==> src/rtl/uart_fifo_sending_pkg.sv <==
// Shared types and constant helpers for the FIFO-fed UART transmitter.
// UART_FIFO_SENDING_PARITY_EN adds the PARITY state to the enum.
package uart_fifo_sending_pkg;

`ifdef UART_FIFO_SENDING_PARITY_EN
  typedef enum logic [2:0] {
    ST_GAP    = 3'd0,
    ST_IDLE   = 3'd1,
    ST_START  = 3'd2,
    ST_DATA   = 3'd3,
    ST_PARITY = 3'd4,
    ST_STOP   = 3'd5
  } state_e;
`else
  typedef enum logic [2:0] {
    ST_GAP   = 3'd0,
    ST_IDLE  = 3'd1,
    ST_START = 3'd2,
    ST_DATA  = 3'd3,
    ST_STOP  = 3'd5
  } state_e;
`endif

  function automatic int unsigned bit_period(input int unsigned clk_freq,
                                             input int unsigned baud_rate);
    return clk_freq / baud_rate;
  endfunction

  // One counter serves both bit periods and the inter-frame gap.
  function automatic int unsigned cnt_width(input int unsigned a, input int unsigned b);
    int unsigned m;
    m = (a > b) ? a : b;
    return (m < 2) ? 1 : $clog2(m);
  endfunction

endpackage

==> src/rtl/uart_byte_fifo.sv <==
// Byte FIFO with occupancy counter; pushes while full are ignored,
// pops while empty are ignored. DEPTH must be a power of two, >= 2.
module uart_byte_fifo #(
  parameter int unsigned DEPTH = 8,
  localparam int unsigned AW = $clog2(DEPTH)
) (
  input  logic        clk,
  input  logic        reset,
  input  logic        push,
  input  logic        pop,
  input  logic [7:0]  wr_data,
  output logic [7:0]  rd_data,
  output logic        full,
  output logic        empty,
  output logic [AW:0] count
);

  logic [7:0]    mem_q [DEPTH];
  logic [7:0]    mem_d [DEPTH];
  logic [AW-1:0] wr_ptr_q, wr_ptr_d;
  logic [AW-1:0] rd_ptr_q, rd_ptr_d;
  logic [AW:0]   count_q, count_d;
  logic          wr_en, rd_en;

  assign full    = (count_q == (AW+1)'(DEPTH));
  assign empty   = (count_q == '0);
  assign count   = count_q;
  assign rd_data = mem_q[rd_ptr_q];
  assign wr_en   = push && !full;
  assign rd_en   = pop && !empty;

  always_comb begin
    mem_d    = mem_q;
    wr_ptr_d = wr_ptr_q;
    rd_ptr_d = rd_ptr_q;
    count_d  = count_q;
    if (wr_en) begin
      mem_d[wr_ptr_q] = wr_data;
      wr_ptr_d        = wr_ptr_q + AW'(1);
    end
    if (rd_en) rd_ptr_d = rd_ptr_q + AW'(1);
    if (wr_en && !rd_en)      count_d = count_q + (AW+1)'(1);
    else if (!wr_en && rd_en) count_d = count_q - (AW+1)'(1);
  end

  always_ff @(posedge clk or posedge reset) begin
    if (reset) begin
      for (int i = 0; i < int'(DEPTH); i++) mem_q[i] <= '0;
      wr_ptr_q <= '0;
      rd_ptr_q <= '0;
      count_q  <= '0;
    end else begin
      mem_q    <= mem_d;
      wr_ptr_q <= wr_ptr_d;
      rd_ptr_q <= rd_ptr_d;
      count_q  <= count_d;
    end
  end

endmodule

==> src/rtl/uart_fifo_sending.sv <==
// FIFO-fed 8N1 UART transmitter with an idle gap after every frame and after reset.
// Define UART_FIFO_SENDING_PARITY_EN to insert an even-parity bit before the stop bit.
//
// state  | meaning
// GAP    | line idle, counting wait_time cycles
// IDLE   | waiting for a byte; pops head when FIFO non-empty
// START  | start bit (0) for one bit period
// DATA   | 8 data bits LSB first, one bit period each
// PARITY | even parity bit (only with parity enabled)
// STOP   | stop bit (1), then back to GAP
module uart_fifo_sending #(
  parameter int unsigned clk_freq   = 1000000,
  parameter int unsigned baud_rate  = 9600,
  parameter int unsigned wait_time  = 1000,
  parameter int unsigned fifo_depth = 8
) (
  input  logic       clk,
  input  logic       reset,
  input  logic [7:0] data_in,
  input  logic       push,
  output logic       full,
  output logic       empty,
  output logic       overflow,
  output logic       busy,
  output logic       tx
);
  import uart_fifo_sending_pkg::*;

  localparam int unsigned BIT_CYC = bit_period(clk_freq, baud_rate);
  localparam int unsigned CW      = cnt_width(BIT_CYC, wait_time);
  localparam int unsigned AW      = $clog2(fifo_depth);
  localparam logic [CW-1:0] BIT_LAST  = CW'(BIT_CYC - 1);
  localparam logic [CW-1:0] WAIT_LAST = CW'(wait_time - 1);

  state_e        state_q, state_d;
  logic [CW-1:0] cnt_q, cnt_d;
  logic [2:0]    idx_q, idx_d;
  logic [7:0]    byte_q, byte_d;
  logic          tx_q, tx_d;
  logic          overflow_q, overflow_d;
  logic          pop;
  logic [7:0]    head;
  logic [AW:0]   fifo_count;

  uart_byte_fifo #(.DEPTH(fifo_depth)) u_fifo (
    .clk     (clk),
    .reset   (reset),
    .push    (push),
    .pop     (pop),
    .wr_data (data_in),
    .rd_data (head),
    .full    (full),
    .empty   (empty),
    .count   (fifo_count)
  );

  always_comb begin
    state_d = state_q;
    cnt_d   = cnt_q;
    idx_d   = idx_q;
    byte_d  = byte_q;
    pop     = 1'b0;
    case (state_q)
      ST_GAP: begin
        if (cnt_q == WAIT_LAST) begin
          cnt_d   = '0;
          state_d = ST_IDLE;
        end else cnt_d = cnt_q + CW'(1);
      end
      ST_IDLE: begin
        if (fifo_count != '0) begin
          pop     = 1'b1;
          byte_d  = head;
          cnt_d   = '0;
          idx_d   = '0;
          state_d = ST_START;
        end
      end
      ST_START: begin
        if (cnt_q == BIT_LAST) begin
          cnt_d   = '0;
          state_d = ST_DATA;
        end else cnt_d = cnt_q + CW'(1);
      end
      ST_DATA: begin
        if (cnt_q == BIT_LAST) begin
          cnt_d = '0;
          if (idx_q == 3'd7) begin
`ifdef UART_FIFO_SENDING_PARITY_EN
            state_d = ST_PARITY;
`else
            state_d = ST_STOP;
`endif
          end else idx_d = idx_q + 3'd1;
        end else cnt_d = cnt_q + CW'(1);
      end
`ifdef UART_FIFO_SENDING_PARITY_EN
      ST_PARITY: begin
        if (cnt_q == BIT_LAST) begin
          cnt_d   = '0;
          state_d = ST_STOP;
        end else cnt_d = cnt_q + CW'(1);
      end
`endif
      ST_STOP: begin
        if (cnt_q == BIT_LAST) begin
          cnt_d   = '0;
          state_d = ST_GAP;
        end else cnt_d = cnt_q + CW'(1);
      end
      default: begin
        cnt_d   = '0;
        state_d = ST_GAP;
      end
    endcase
  end

  // tx follows the registered state, so it lags the FSM by one cycle.
  always_comb begin
    tx_d = 1'b1;
    case (state_q)
      ST_START:  tx_d = 1'b0;
      ST_DATA:   tx_d = byte_q[idx_q];
`ifdef UART_FIFO_SENDING_PARITY_EN
      ST_PARITY: tx_d = ^byte_q;
`endif
      default:   tx_d = 1'b1;
    endcase
  end

  assign overflow_d = overflow_q | (push & full);
  assign busy       = (state_q != ST_IDLE);
  assign tx         = tx_q;
  assign overflow   = overflow_q;

  always_ff @(posedge clk or posedge reset) begin
    if (reset) begin
      state_q    <= ST_GAP;
      cnt_q      <= '0;
      idx_q      <= '0;
      byte_q     <= '0;
      tx_q       <= 1'b1;
      overflow_q <= 1'b0;
    end else begin
      state_q    <= state_d;
      cnt_q      <= cnt_d;
      idx_q      <= idx_d;
      byte_q     <= byte_d;
      tx_q       <= tx_d;
      overflow_q <= overflow_d;
    end
  end

endmodule

==> config.mk <==
export PLATFORM = sky130hd
export DESIGN_NAME = uart_fifo_sending
export DESIGN_NICKNAME = d
export VERILOG_FILES = /design/src/rtl/uart_fifo_sending_pkg.sv /design/src/rtl/uart_byte_fifo.sv /design/src/rtl/uart_fifo_sending.sv
export SDC_FILE = /design/constraint.sdc
export NUM_CORES = 1
export LEC_CHECK = 0
export CAP_MARGIN = 15
export CORE_ASPECT_RATIO = 1.5
export CORE_MARGIN = 2
export CORE_UTILIZATION = 50
export CTS_CLUSTER_SIZE = 8
export DETAILED_ROUTE_END_ITERATION = 7
export PLACE_DENSITY_LB_ADDON = 0.12
export SKIP_LAST_GASP = 1
export SLEW_MARGIN = 30
export SYNTH_ARGS = -nofsm -noshare
export SYNTH_HDL_FRONTEND = slang
export SYNTH_SLANG_ARGS = --single-unit
==> constraint.sdc <==
create_clock -name clk -period 4.3 [get_ports clk]
set_input_delay 0.86 -clock clk [delete_from_list [all_inputs] [get_ports clk]]
set_output_delay 0.86 -clock clk [all_outputs]
set_load 0.05 [all_outputs]
==> flow_summary.ini <==
[timing]
fmax_mhz = 314
rsz0062_at_grt = false
clock-skew-final_ns = 0.00880
finalCritPeriodShare_pct = 74.1
relSlewSlack_pct = 37.9
report.final.slew_viol_count = 0
final-setup-viol-count = 0
worstMarginPinSlew_ns = 0.931
fin_setup_tns_ns = 0
fin_crit_ns = 3.19
whs_ns = 0.458
hold_viol = 0

[yosys]
yosys_warnings = 0
ys_seq_area_share_pct = 51.5
synthCells = 355
synth_cell_types = 54
synth_edf_count = 0
syn_area_sq_um = 4860
avgSynthCellArea_sq_um = 13.7
synth_flop_cell = dfrtp_1
ys_seq_elements = 100
synth_fp_nets = 375
ys_async_sr_fraction_pct = 100

[placement]
place_congestion = 0.769
io_buffers = 15
placed_cells = 473
hpwl_um = 6030

[final_layout]
multi_input_area_sq_um = 2230
layout.nets = 389
syn2layout_area_growth_pct = 10.6
diodes = 0
fin_util_pct = 56.1
seqCellArea_sq_um = 2500
fillers = 818
drive_gt1_share_pct = 33.7
instances_no_fill = 489

[detailed_routing]
dr.pass1.iters = 5
wl_per_cell_um = 18.9
vias_per_cell = 5.87
postRouteWirelength_um = 9260
drt_iter0_drc = 115
drcViolationCount = 0
ant_nets = 0
vias = 2870

[clocking]
cts.path.max_buffers = 2
cts_setup_buffers = 0
cts_htree_levels = 3
cts_num_sinks = 100
cts-resized-gates = 0
clock_latency_ns = 0.35
cts_hold_buf = 0
clkTransAtPathRegs_ns = 0.06
cts_root_buf = clkbuf_16
cts_tree = done
cts_buffers = 9

[flow_run]
drv_cap = 0

[setup_path]
cp_slowest_cell = clkdlybuf4s50_1
reg2reg_slack_ns = 1.42
startpoint = u_fifo.count[0]$_DFFE_PP0P_
cp-start-kind = register
crit_chain = or4_1 > inv_2 > clkdlybuf4s50_1
crit_end = empty
reg2reg_to = u_fifo.count[3]$_DFFE_PP0P_
critical_path_buf_inv_count = 2
critPathMaxFanout = 5
r2r_start = u_fifo.count[0]$_DFFE_PP0P_
critical_path_class = reg2out
arrival_ns = 2.33
worst-path-stages = 3
critPathTopFamily = buffers and inverters
cp.required_ns = 3.44
cpPeakStageDelay_ns = 0.80
r2r_cells = 12
end_kind = output pin

[power_and_ir_drop]
clock_power_share_pct = 23.8
power_switching_uw = 907
peakVddDrop_uv = 322
p_int_uw = 2230
pwr-share-comb_pct = 27.9
powerDensity_nw_per_um2 = 583
p_seq_share_pct = 48.4
leakagePower_uw = 0.00224
switching_share_pct = 28.9

[run_status]
status = finished, final reports clean

[global_routing]
grt_pass1_vias = 2942
grt_max_degree = 101
overflow = 0
grt_usage_pct = 18.9
grt_pass1_wl_um = 15400
grt_antenna_before_repair = 0

[worst_hold_path]
hp-class = reg2reg

[floorplan]
core-area_sq_um = 9580
die_x_um = 84.5
dieArea_sq_um = 10500
initial_core_util_pct = 50.7
die_y_um = 125
rows = 44
ioPinCount = 16
[layout by cell type (no fill, tap or decap), drive strengths merged, types with 2 or more instances in the layout]
cell type / Yosys / final
dfrtp: 99 / 99
mux2: 69 / 69
nand2: 33 / 33
mux4: 18 / 18
o21ai: 16 / 16
clkdlybuf4s50: 0 / 15
nor2: 15 / 15
clkbuf: 3 / 11
inv: 9 / 11
mux2i: 10 / 10
xnor2: 8 / 8
ha: 8 / 8
nand3: 8 / 8
nand4: 6 / 6
nor4b: 4 / 4
or3: 3 / 3
a31oi: 3 / 3
a21oi: 3 / 3
clkinv: 0 / 3
buf: 12 / 3
nand3b: 2 / 2
a22oi: 2 / 2
a21o: 2 / 2
nand4b: 2 / 2
and3: 2 / 2
[metrics by stage]
step / cell area [sq um] / worst slack, ns / total power [uW]
after global placement: 5100 / 1.17 / 2370
final: 5370 / 1.11 / 3130
after floorplan: 4860 / 0.823 / 2210
after detailed placement: 5100 / 1.13 / 2420
after global routing: 5370 / 1.02 / 3310
after CTS: 5370 / 1.08 / 3170
[cells in the mapped netlist, types with 2 or more instances]
master,instances,share of area [%]
dfrtp_1,99,51
mux2_2,61,14
nand2_1,31,2.4
mux4_2,18,8.3
o21ai_0,16,1.6
nor2_1,12,0.93
mux2i_1,10,2.1
ha_1,8,2.1
mux2_4,8,2.5
xnor2_1,8,1.4
nand3_1,7,0.72
buf_2,6,0.62
inv_1,6,0.46
nand4_1,5,0.64
a31oi_1,3,0.39
inv_2,3,0.23
nor2_2,3,0.39
nor4b_4,3,1.5
or3_1,3,0.39
a21o_1,2,0.31
a21oi_1,2,0.21
a22oi_1,2,0.31
buf_1,2,0.15
buf_4,2,0.31
buf_6,2,0.46
clkbuf_1,2,0.15
nand2_2,2,0.26
nand3b_1,2,0.31
nand4b_2,2,0.62
[layout make-up]
cell class,instances,area share [%]
timing repair buffer,18,3.45
multi-input combinational,231,41.6
tap,115,2.68
inverter,9,0.676
sequential,100,46.6
clock inverter,5,0.676
clock buffer,11,4.33
[how the worst min path moves through the flow]
stage | start | endpoint | slack (ns) | cells after the start
after floorplan | byte_q[2]$_DFFE_PP0P_ | byte_q[2]$_DFFE_PP0P_ | 0.44 | 2
after global routing | overflow$_DFF_PP0_ | overflow$_DFF_PP0_ | 0.48 | 1
final | overflow$_DFF_PP0_ | overflow$_DFF_PP0_ | 0.46 | 1
after global placement | overflow$_DFF_PP0_ | overflow$_DFF_PP0_ | 0.44 | 1
after CTS | overflow$_DFF_PP0_ | overflow$_DFF_PP0_ | 0.46 | 1
after detailed placement | overflow$_DFF_PP0_ | overflow$_DFF_PP0_ | 0.45 | 1
[cells by family after synthesis]
family	count (synthesis)	share of synthesized area (%)
AO/OA/AOI/OAI	34	4.53
XOR/XNOR	9	1.62
adder cells (fa/ha/maj)	9	2.47
buffers and inverters	24	2.50
flip-flops	100	51.5
AND/OR/NAND/NOR	82	10.3
multiplexers	97	27.0
[routing by layer]
metal  vias up  part of all wire, %  routed length, um  track usage, %
li1       1325                    -                  -               -
met1      1484                   43               3980            23.3
met2        43                   53               4880            32.8
met3        18                  2.1                198            3.18
met4         0                  2.2                208            7.28
met5         -                    0                  0               0
[state kept, by name, summed over array words and instances (netlist names)]
name / count
byte_q: 8
cnt_q: 10
idx_q: 3
overflow: 1
state_q: 3
tx: 1
u_fifo.count: 4
u_fifo.mem_q: 64
u_fifo.rd_ptr_q: 3
u_fifo.wr_ptr_q: 3
[power groups by stage]
stage               registers (uW)  logic (uW)  clock network (uW)
floorplan                     1440         769                   0
global placement              1510         862                   0
detailed placement            1530         889                   0
CTS                           1510         893                 768
global route                  1560         944                 804
finish                        1510         873                 745
(Power assumes the default switching activity.)
